`src/rtl/pipe_pkg.sv`:
```
// Pipeline-wide constants: opcodes, the bubble word, instruction field positions
// and the fetch-stage state encoding.
package pipe_pkg;

    localparam logic [5:0] OP_RTYPE = 6'b010101;
    localparam logic [5:0] OP_LW    = 6'b000001;
    localparam logic [5:0] OP_SW    = 6'b100001;
    localparam logic [5:0] OP_BEQ   = 6'b010001;
    localparam logic [5:0] OP_BNE   = 6'b110001;
    localparam logic [5:0] OP_NOP   = 6'b001111;

    localparam logic [31:0] NOP_INSTR = 32'h0000_000F;

    localparam int OPCODE_LSB = 0;
    localparam int OPCODE_MSB = 5;
    localparam int PPP_LSB    = 21;
    localparam int PPP_MSB    = 23;
    localparam int WW_LSB     = 24;
    localparam int WW_MSB     = 25;
    localparam int FUNC_LSB   = 26;
    localparam int FUNC_MSB   = 31;
    localparam int IMM_LSB    = 16;
    localparam int IMM_MSB    = 31;

    typedef enum logic [1:0] {
        ST_IDLE,
        ST_FETCH,
        ST_DRAIN
    } fetch_state_e;

endpackage

```
`src/rtl/fetch_unit_if.sv`:
```
// Fetch-stage bundle: instruction-memory req/gnt port, ID-stage stall/redirect inputs
// and the IF/ID register outputs. master = fetch unit, slave = memory/ID side.
interface fetch_unit_if #(
    parameter int unsigned PC_W = 10
);
    logic            imem_req;
    logic [PC_W-1:0] imem_addr;
    logic            imem_gnt;
    logic            imem_rvalid;
    logic [31:0]     imem_rdata;
    logic            id_stall;
    logic            br_taken;
    logic [PC_W-1:0] br_target;
    logic [31:0]     if2id_instr;
    logic [PC_W-1:0] if2id_pc;
    logic            if2id_valid;
    logic            if2id_flush;

    modport master (
        output imem_req, imem_addr, if2id_instr, if2id_pc, if2id_valid, if2id_flush,
        input  imem_gnt, imem_rvalid, imem_rdata, id_stall, br_taken, br_target
    );

    modport slave (
        input  imem_req, imem_addr, if2id_instr, if2id_pc, if2id_valid, if2id_flush,
        output imem_gnt, imem_rvalid, imem_rdata, id_stall, br_taken, br_target
    );

endinterface

```
`src/rtl/fetch_buf.sv`:
```
// Two-entry in-order queue of returned {instr, pc} words; zero-latency head output.
// clear wins over push/pop; a push into a full queue is taken only alongside a pop.
module fetch_buf #(
    parameter int unsigned DATA_W = 42
) (
    input  logic              clk,
    input  logic              rst,
    input  logic              push_i,
    input  logic              pop_i,
    input  logic              clear_i,
    input  logic [DATA_W-1:0] push_dat_i,
    output logic [DATA_W-1:0] head_dat_o,
    output logic              full_o,
    output logic              empty_o,
    output logic [1:0]        count_o
);

    logic [DATA_W-1:0] mem_q [2];
    logic              rd_ptr_q;
    logic              wr_ptr_q;
    logic [1:0]        count_q;
    logic              do_push;
    logic              do_pop;

    assign empty_o    = (count_q == 2'd0);
    assign full_o     = (count_q == 2'd2);
    assign count_o    = count_q;
    assign head_dat_o = mem_q[rd_ptr_q];
    assign do_pop     = pop_i && !empty_o;
    assign do_push    = push_i && (!full_o || do_pop);

    always_ff @(posedge clk) begin
        if (rst || clear_i) begin
            rd_ptr_q <= 1'b0;
            wr_ptr_q <= 1'b0;
            count_q  <= 2'd0;
        end else begin
            if (do_push) begin
                mem_q[wr_ptr_q] <= push_dat_i;
                wr_ptr_q        <= ~wr_ptr_q;
            end
            if (do_pop) begin
                rd_ptr_q <= ~rd_ptr_q;
            end
            count_q <= count_q + {1'b0, do_push} - {1'b0, do_pop};
        end
    end

endmodule

```
`src/rtl/fetch_unit.sv`:
```
// IF stage: PC, req/gnt fetch, 2-entry return queue with same-cycle bypass into IF/ID (first valid 3 cycles after reset).
// Requests stop while queued + in-flight words reach 2; a redirect clears the queue, drops the in-flight word and inserts one flush bubble.
module fetch_unit #(
    parameter int unsigned     PC_W      = 10,
    parameter logic [PC_W-1:0] RESET_PC  = '0,
    parameter logic [31:0]     NOP_INSTR = 32'h0000_000F
) (
    input  logic         clk,
    input  logic         rst,
    fetch_unit_if.master bus
);

    import pipe_pkg::*;

    localparam int unsigned ENT_W = 32 + PC_W;

    fetch_state_e    state_q;
    logic [PC_W-1:0] pc_q;
    logic [PC_W-1:0] pc_d;
    logic            inflight_q;
    logic [PC_W-1:0] inflight_pc_q;
    logic [31:0]     instr_q;
    logic [PC_W-1:0] id_pc_q;
    logic            valid_q;
    logic            flush_q;

    logic             buf_push;
    logic             buf_pop;
    logic             buf_full;
    logic             buf_empty;
    logic [1:0]       buf_count;
    logic [ENT_W-1:0] buf_head;
    logic [2:0]       in_use;
    logic             req;
    logic             fire;
    logic             rv_ok;
    logic             bypass;

    fetch_buf #(.DATA_W(ENT_W)) u_buf (
        .clk        (clk),
        .rst        (rst),
        .push_i     (buf_push),
        .pop_i      (buf_pop),
        .clear_i    (bus.br_taken),
        .push_dat_i ({bus.imem_rdata, inflight_pc_q}),
        .head_dat_o (buf_head),
        .full_o     (buf_full),
        .empty_o    (buf_empty),
        .count_o    (buf_count)
    );

    // The in-flight word always has a queue slot reserved, so the queue can never overflow.
    assign in_use = {1'b0, buf_count} + {2'b00, inflight_q};
    assign req    = (state_q != ST_IDLE) && !buf_full && (in_use < 3'd2);
    assign fire   = req && bus.imem_gnt;
    assign rv_ok  = bus.imem_rvalid && (state_q != ST_DRAIN) && !bus.br_taken;
    assign bypass = rv_ok && buf_empty && !bus.id_stall;
    assign buf_push = rv_ok && !bypass;
    assign buf_pop  = !bus.id_stall && !buf_empty;

    always_comb begin
        pc_d = pc_q;
        if (bus.br_taken) begin
            pc_d = bus.br_target;
        end else if (fire) begin
            pc_d = pc_q + PC_W'(1);
        end
    end

    always_ff @(posedge clk) begin
        if (rst) begin
            state_q       <= ST_IDLE;
            pc_q          <= RESET_PC;
            inflight_q    <= 1'b0;
            inflight_pc_q <= '0;
            instr_q       <= NOP_INSTR;
            id_pc_q       <= '0;
            valid_q       <= 1'b0;
            flush_q       <= 1'b0;
        end else begin
            pc_q       <= pc_d;
            inflight_q <= fire;
            if (fire) begin
                inflight_pc_q <= pc_q;
            end

            // DRAIN marks that the next returned word belongs to the wrong path.
            case (state_q)
                ST_IDLE: state_q <= ST_FETCH;
                ST_FETCH: begin
                    if (bus.br_taken && (inflight_q || fire)) begin
                        state_q <= ST_DRAIN;
                    end
                end
                ST_DRAIN: begin
                    if (bus.br_taken && (inflight_q || fire)) begin
                        state_q <= ST_DRAIN;
                    end else if (bus.imem_rvalid || !inflight_q) begin
                        state_q <= ST_FETCH;
                    end
                end
                default: state_q <= ST_IDLE;
            endcase

            if (bus.br_taken) begin
                instr_q <= NOP_INSTR;
                valid_q <= 1'b0;
                flush_q <= 1'b1;
            end else if (!bus.id_stall) begin
                flush_q <= 1'b0;
                if (!buf_empty) begin
                    {instr_q, id_pc_q} <= buf_head;
                    valid_q            <= 1'b1;
                end else if (bypass) begin
                    instr_q <= bus.imem_rdata;
                    id_pc_q <= inflight_pc_q;
                    valid_q <= 1'b1;
                end else begin
                    instr_q <= NOP_INSTR;
                    valid_q <= 1'b0;
                end
            end
        end
    end

    assign bus.imem_req    = req;
    assign bus.imem_addr   = pc_q;
    assign bus.if2id_instr = instr_q;
    assign bus.if2id_pc    = id_pc_q;
    assign bus.if2id_valid = valid_q;
    assign bus.if2id_flush = flush_q;

endmodule
```
`src/flat_wrapper.sv`:
```
// flat-port wrapper written by rule: the top's interface ports become plain ports
module fetch_unit_flat import pipe_pkg::*;
#(
    parameter int unsigned     PC_W      = 10,
    parameter logic [PC_W-1:0] RESET_PC  = '0,
    parameter logic [31:0]     NOP_INSTR = 32'h0000_000F
)
  (clk, rst, bus_imem_req, bus_imem_addr, bus_if2id_instr, bus_if2id_pc, bus_if2id_valid, bus_if2id_flush, bus_imem_gnt, bus_imem_rvalid, bus_imem_rdata, bus_id_stall, bus_br_taken, bus_br_target);
  fetch_unit_if #(.PC_W(PC_W)) bus_i ();
  input  logic clk;
  input  logic rst;
  output wire logic [$bits(bus_i.imem_req)-1:0] bus_imem_req;
  output wire logic [$bits(bus_i.imem_addr)-1:0] bus_imem_addr;
  output wire logic [$bits(bus_i.if2id_instr)-1:0] bus_if2id_instr;
  output wire logic [$bits(bus_i.if2id_pc)-1:0] bus_if2id_pc;
  output wire logic [$bits(bus_i.if2id_valid)-1:0] bus_if2id_valid;
  output wire logic [$bits(bus_i.if2id_flush)-1:0] bus_if2id_flush;
  input wire logic [$bits(bus_i.imem_gnt)-1:0] bus_imem_gnt;
  input wire logic [$bits(bus_i.imem_rvalid)-1:0] bus_imem_rvalid;
  input wire logic [$bits(bus_i.imem_rdata)-1:0] bus_imem_rdata;
  input wire logic [$bits(bus_i.id_stall)-1:0] bus_id_stall;
  input wire logic [$bits(bus_i.br_taken)-1:0] bus_br_taken;
  input wire logic [$bits(bus_i.br_target)-1:0] bus_br_target;
  assign bus_imem_req = bus_i.imem_req;
  assign bus_imem_addr = bus_i.imem_addr;
  assign bus_if2id_instr = bus_i.if2id_instr;
  assign bus_if2id_pc = bus_i.if2id_pc;
  assign bus_if2id_valid = bus_i.if2id_valid;
  assign bus_if2id_flush = bus_i.if2id_flush;
  assign bus_i.imem_gnt = bus_imem_gnt;
  assign bus_i.imem_rvalid = bus_imem_rvalid;
  assign bus_i.imem_rdata = bus_imem_rdata;
  assign bus_i.id_stall = bus_id_stall;
  assign bus_i.br_taken = bus_br_taken;
  assign bus_i.br_target = bus_br_target;
  fetch_unit #(.PC_W(PC_W), .RESET_PC(RESET_PC), .NOP_INSTR(NOP_INSTR)) u_core (.clk(clk), .rst(rst), .bus(bus_i));
endmodule
```
`config.mk`:
```
export PLATFORM = sky130hd
export DESIGN_NAME = fetch_unit_flat
export DESIGN_NICKNAME = d
export VERILOG_FILES = /design/src/rtl/pipe_pkg.sv /design/src/rtl/fetch_unit_if.sv /design/src/rtl/fetch_buf.sv /design/src/rtl/fetch_unit.sv /design/src/flat_wrapper.sv
export SDC_FILE = /design/constraint.sdc
export NUM_CORES = 1
export LEC_CHECK = 0
export BUFFER_PORTS_ARGS = -buffer_cell sky130_fd_sc_hd__buf_4
export CAP_MARGIN = 20
export CORE_MARGIN = 5
export CORE_UTILIZATION = 56
export CTS_CLUSTER_SIZE = 20
export DETAILED_ROUTE_END_ITERATION = 10
export PLACE_DENSITY = 0.82
export RECOVER_POWER = 50
export SETUP_SLACK_MARGIN = 0.3
export SLEW_MARGIN = 20
export SYNTH_ARGS = -nofsm -noshare
export SYNTH_HDL_FRONTEND = slang
export SYNTH_SLANG_ARGS = --single-unit
```
`constraint.sdc`:
```
create_clock -name clk -period 5.7 [get_ports clk]
set_clock_uncertainty 0.1 [all_clocks]
set_input_delay 0.57 -clock clk [delete_from_list [all_inputs] [get_ports clk]]
set_output_delay 0.57 -clock clk [all_outputs]
set_load 0.03 [all_outputs]
```
# ---- Word-level counts from Yosys, hierarchy flattened
# Memory sizes are Yosys's and may differ from the RTL's. A register that Yosys moved wholly into a read port is not among the register bits.
# Cells that the tools add are included.
dict set report totals {
  reg_bits 71
  ram_bits 84
  output_inout_bits 55
  word_cells 77
  memories 1
}
# memory words width rd rd_clocked_by_memory_dff write_ports line
set memory_table {}
lappend memory_table {u_core.u_buf.mem_q 2 42 1 1 1 fetch_buf.sv:18} ;# logic [DATA_W-1:0] mem_q [2];
dict set report classes {
  n_addsub 4
  n_lt_le_gt_ge 1
  eq_ne 8
  mux 19
  bitwise_logic 4
  n_reduce_logical 29
}
# op count
set ops {}
lappend ops {{32-bit 2-to-1 mux} 2}
lappend ops {{10-bit 2-to-1 mux} 4}
lappend ops {{1-bit logical AND} 12}
lappend ops {{10-bit by 1-bit adder with 10-bit output (second input constant)} 1}
lappend ops {{1-bit 2-to-1 mux} 9}
lappend ops {{1-bit zero test} 6}
lappend ops {{2-bit 2-to-1 mux} 3}
lappend ops {{2-bit case mux with 3 select lines} 1}
lappend ops {{2-bit == test (second input constant)} 2}
lappend ops {{2-bit zero test} 2}
lappend ops {{1-bit logical OR} 4}
lappend ops {{2-bit by 1-bit != test with 1-bit output (second input constant)} 2}
lappend ops {{2-bit != test (second input constant)} 2}
lappend ops {{1-bit NOT} 4}
lappend ops {{2-bit nonzero test} 2}
lappend ops {{2-bit by 1-bit adder with 3-bit output} 1}
lappend ops {{3-bit by 2-bit less-than comparator with 1-bit output (second input constant)} 1}
lappend ops {{3-bit by 1-bit != test with 1-bit output (second input constant)} 1}
lappend ops {{3-bit AND reduction} 1}
lappend ops {{2-bit by 1-bit adder with 2-bit output} 1}
lappend ops {{2-bit by 1-bit == test with 1-bit output (second input constant)} 1}
lappend ops {{2-bit AND reduction} 1}
lappend ops {{2-bit OR reduction} 1}
lappend ops {{2-bit by 1-bit subtractor with 2-bit output} 1}

# ---- Logic depth before layout (Yosys ltp)
dict set report logic_depth {
  ltp_word 11
  ltp_mapped 9
  ltp_nobuf 8
}

# ---- Cells and area by module
# A second synthesis with hierarchy kept.
dict set report unflattened {
  cells_unflattened 453
  hier_area_um2 6025.8
}
# mod n_inst cells_per_inst area_each_um2 seq_area_each_um2
set by_module_without_submodules {}
lappend by_module_without_submodules {fetch_buf 1 159 3261.9 2622.5}
lappend by_module_without_submodules {fetch_unit 1 294 2763.9 1341.3}

# ---- Worst setup path after synthesis
# Ideal clock, no wire load.
dict set report synth_path {
  path_kind {input -> register}
  start {in bus_br_taken}
  end {mem u_core.u_buf.mem_q[1][0] (enable)}
  setup_ns 0.502
  arrival_time_ns 4.280
  required_time_ns 5.098
  slack_ns 0.818
  stages 4
  n_path_buf 1
  cell_sequence {clkbuf_1 nor2b_1 o211ai_1 nor3b_1}
}
dict set report synth_via {
  elab_chain_len 10
}
# element line
set synth_rtl {}
lappend synth_rtl {{start: declaration} flat_wrapper.sv:22} ;# input wire logic [$bits(bus_i.br_taken)-1:0] bus_br_taken;
lappend synth_rtl {{1-bit zero test} fetch_unit.sv:56} ;# assign rv_ok = bus.imem_rvalid && (state_q != ST_DRAIN) && !bus.br_taken;
lappend synth_rtl {{1-bit logical AND} fetch_unit.sv:56}
lappend synth_rtl {{1-bit logical AND (2 in series)} fetch_unit.sv:57} ;# assign bypass = rv_ok && buf_empty && !bus.id_stall;
lappend synth_rtl {{1-bit zero test} fetch_unit.sv:58} ;# assign buf_push = rv_ok && !bypass;
lappend synth_rtl {{1-bit logical AND} fetch_unit.sv:58}
lappend synth_rtl {{1-bit logical AND} fetch_buf.sv:30} ;# assign do_push = push_i && (!full_o || do_pop);
lappend synth_rtl {{1-bit 2-to-1 mux} fetch_buf.sv:38} ;# if (do_push) begin
lappend synth_rtl {{1-bit 2-to-1 mux (*)} fetch_buf.sv:33} ;# if (rst || clear_i) begin
lappend synth_rtl {{1-bit 2-to-1 mux (implied by the code) (*)} fetch_buf.sv:39} ;# mem_q[wr_ptr_q] <= push_dat_i;
lappend synth_rtl {{end: declaration} fetch_buf.sv:18}
# Every way passes the cells marked *; elsewhere a longest branch is shown, timed or not.

# ---- Worst setup path in the final report
dict set report layout_path {
  start {in bus_id_stall}
  end {reg u_core.u_buf.count_q[1], in the netlist u_core.u_buf.count_o[1]}
}
dict set report layout_via {
  elab_chain_len 7
}
# element line
set layout_rtl {}
lappend layout_rtl {{start: declaration} flat_wrapper.sv:21} ;# input wire logic [$bits(bus_i.id_stall)-1:0] bus_id_stall;
lappend layout_rtl {{1-bit zero test (*)} {fetch_unit.sv:57, fetch_unit.sv:59}}
lappend layout_rtl {{1-bit logical AND, on equally long branches} {fetch_unit.sv:57, fetch_unit.sv:59}}
lappend layout_rtl {{1-bit zero test or 1-bit logical AND (tied branches)} {fetch_unit.sv:58, fetch_buf.sv:29}}
lappend layout_rtl {{1-bit logical AND or 1-bit logical OR (tied branches)} {fetch_unit.sv:58, fetch_buf.sv:30}}
lappend layout_rtl {{1-bit logical AND} fetch_buf.sv:30}
lappend layout_rtl {{2-bit by 1-bit adder with 2-bit output} fetch_buf.sv:45} ;# count_q <= count_q + {1'b0, do_push} - {1'b0, do_pop};
lappend layout_rtl {{2-bit by 1-bit subtractor with 2-bit output (*)} fetch_buf.sv:45}
lappend layout_rtl {{end signal: assignment} fetch_buf.sv:45}
lappend layout_rtl {{end: declaration} fetch_buf.sv:21} ;# logic [1:0] count_q;
# Marked as above.
# A chain may end at the register's enable or synchronous reset.

==> results.md <==
- Status: completed
- Unrepaired setup endpoints after global routing: no
- Yosys reg bits: 156
- CP Capture Type: register
- Mean Syn Cell Area: 12.6 um2
- Clk_lat worst skew: between 0.5 and 0.6 ns
- Most frequent cell after synthesis: edfxtp_1
- Drt wl/cell: 18.7 um
- Leading post-synthesis cells by cell area: edfxtp_1 41%, dfxtp_1 23%, mux2_2 5.8%
- Relative slew margins: 32.0%
- Area growth syn-to-layout: 18.3%
- Int Pwr: approximately 2 mW
- Commonest register cell after synthesis: edfxtp_1
- EDFF count, synth: 84
- CP Class: in2reg
- Period minus WS final: 2.36 ns
- Crit path DAT: ~2.6 ns
- Tot GR Track Use: 21.4%
- Syn Inst Count: 495
- Fmax: approximately 0.42 GHz
- Top cells by count, synth: 84 x edfxtp_1, 72 x dfxtp_1, 32 x mux2_2, 32 x nor3_1, 29 x nor2b_1
- Max Buffers Root-to-Sink: 2
- CORE AREA: 10,900 um2
- Slew of the pin with the lowest slew margin: 1.02 ns
- Largest net degree at the start of global routing: between 70 and 80
- H-Tree Depth: 4
- Pwr dens: 356 nW/um2
- Clk pwr share: 45.8%
- Vias: 4,328
- Synth cell types: 43
- Post-CTS sizing: 0
- Switching share of power: 22.4%
- Placer Congestion: 0.827
- Sink Count: 156
- Antenna Violating Nets Remaining: 0
- Postcts setup bufs: 0
- Final setup fails: 0
- FILL cells: 850
- Initial antenna violation count: 0
- Pwr Total: 2.62 mW
- Critical path fanouts, max: 70
- Syn. warnings: 0
- CTS Hold Bufs: 0
- Sum Neg Setup Slack: 0 ns
- Fin. Hold Viols: 0
- Antenna diodes: 0
- Global-route wire length before repair: 22,000 um
- Total gr overflow: 0
- CTS tree: yes
- Tcrit/Tclk final: approximately 41%
- DR vias/cell: 5.90
- I/O pin total: 103
- Post-Syn Area: 6220 um2
- 1st-pass router iterations: 5
- Lkg Pwr: between 2 and 3 nW
- Top cell type's share of synthesized area: just over 40%
- DIE HEIGHT: 115 um
- Comb pwr share: under 10%
- Largest area contributor in the netlist: edfxtp_1
- Iteration-0 DRC Markers: between 300 and 400
- Async SR Flop Fraction: 0%
- Seq/Total Area, Yosys: 63.7%
- PortBufs: 102
- Cell row count: 38
- Nets: between 600 and 700
- NetSw: 588 uW
- Detailed Place HPWL: 8350 um
- Req. time, crit path: 5.97 ns
- Die area: 13,300 um2
- Vias in the first global route: between 4,000 and 5,000
- Syn Nets: 546
- Max VDD drop: 0.000181 V
- CTS buffer count: 17
- Fin. max-slew vios: 0
- Die width: around 120 um
- Path type of the worst min-delay path: in2reg
- CTS clk-pin slew, worst paths: approximately 0.060 ns
- Clock root buffer master: clkbuf_8
- Post-Route WL: 13,700 um
- Starting density of the core: 57.1%
- Worst setup SP type: primary input
- Max Cap Viol: 0
- Sequential power share: 47.0%
- Share of cells above drive strength 1: 16.2%
- DRC violations left: 0
[flip-flops by register name, indices dropped and copies added, names as in the netlist, named ones only]
signal                  cells
u_core.u_buf.rd_ptr_q       1
u_core.bus.if2id_valid      1
u_core.bus.if2id_pc        10
u_core.inflight_pc_q       10
u_core.inflight_q           1
u_core.bus.imem_addr       10
u_core.bus.if2id_flush      1
u_core.u_buf.mem_q         84
u_core.u_buf.wr_ptr_q       1
u_core.bus.if2id_instr     32
u_core.u_buf.count_o        2
u_core.state_q              2
[metal layers]
layer / global-route usage (%) / wire (um) / share of wire [%]
met3: 4.53 / 800 / 5.8
met1: 27.6 / 5840 / 43
met2: 35.9 / 6850 / 50
met5: 0 / 0 / 0
met4: 7.43 / 234 / 1.7
[area by class of cell]
cell class	count	area, um2	area share, %
flip-flops and latches	156	3970	53.9
multi-input cells	294	2080	28.2
repair buffers	104	480	6.53
clock buffers	19	422	5.73
clock inverters	13	211	2.87
well taps	140	175	2.38
inverters	8	30.0	0.408
[worst paths after layout]
check | from | slack (ns) | cells past startpoint | to
max | bus_id_stall | 3.34 | 9 | u_core.u_buf.count_o[1]$_SDFF_PP0_
min | bus_imem_rdata[19] | 0.19 | 1 | u_core.u_buf.mem_q[0][29]$_DFFE_PP_
max reg2reg | u_core.u_buf.count_o[1]$_SDFF_PP0_ | 3.40 | 4 | u_core.bus.if2id_pc[6]$_SDFFE_PP0P_
min reg2reg | u_core.bus.if2id_pc[4]$_SDFFE_PP0P_ | 0.38 | 2 | u_core.bus.if2id_pc[4]$_SDFFE_PP0P_
[cells in the final DEF (no fill, tap or decap), types with 2 or more instances in the layout]
| cell | n |
|---|---|
| o31a_1 | 2 |
| inv_1 | 8 |
| clkinvlp_4 | 2 |
| dfxtp_1 | 71 |
| bufinv_16 | 5 |
| a211oi_1 | 2 |
| or3_1 | 3 |
| ha_1 | 3 |
| nand3_1 | 4 |
| nor2_1 | 25 |
| o21a_1 | 4 |
| mux2i_1 | 21 |
| nor3_1 | 32 |
| buf_4 | 24 |
| xor2_1 | 4 |
| and2_1 | 3 |
| a311oi_1 | 4 |
| nand2_1 | 14 |
| o2111ai_1 | 10 |
| edfxtp_1 | 84 |
| mux2_2 | 32 |
| clkbuf_16 | 16 |
| nor2b_1 | 29 |
| or2_2 | 5 |
| clkbuf_1 | 82 |
| nand4_1 | 5 |
| inv_6 | 3 |
| xnor2_1 | 4 |
| o22ai_1 | 4 |
| o21ai_0 | 18 |
| a21oi_1 | 24 |
| a221oi_1 | 28 |
[metrics by stage]
step | utilization, % | setup slack, ns | area [um2] | std cells | hold slack, ns
global placement | 64.6 | 3.05 | 7030 | 702 | 0.365
floorplan | - | 0.818 | 6220 | 495 | 0.348
global route | 67.6 | 3.19 | 7360 | 734 | 0.180
CTS | 70.4 | 3.14 | 7660 | 734 | 0.129
detailed placement | 64.6 | 2.79 | 7030 | 702 | 0.370
finish | 67.6 | 3.34 | 7360 | 734 | 0.191
[critical path: stages]
cell and delay (ns):
buf_4 0.50, xor2_1 0.15, o211ai_1 0.40, ha_1 0.31, inv_1 0.06, ha_1 0.17
xor2_1 0.24, xnor2_1 0.15, nor2_1 0.07
[power groups by stage]
stage / clock, mW / combinational, mW / sequential [mW]
6_report: 1.20 / 0.187 / 1.23
4_1_cts: 1.21 / 0.208 / 1.23
2_1_floorplan: 0 / 0.101 / 1.28
3_3_place_gp: 0 / 0.200 / 1.26
5_1_grt: 1.27 / 0.205 / 1.24
3_5_place_dp: 0 / 0.205 / 1.26
[logic make-up (layout without fill, tap and decap cells)]
kind of cell               after synthesis  count (layout)  synth area share, %
DFF                                    156             156                 63.7
muxes                                   53              53                 9.17
AOI/OAI and AO/OA                      103             103                 11.6
xor gates and xnor gates                 8               8                 1.13
buffers and inverters                   45             144                 3.02
and+or+nand+nor                        127             127                 10.8
adders and majority gates                3               3                0.603
Power figures use the tool's default switching activity.
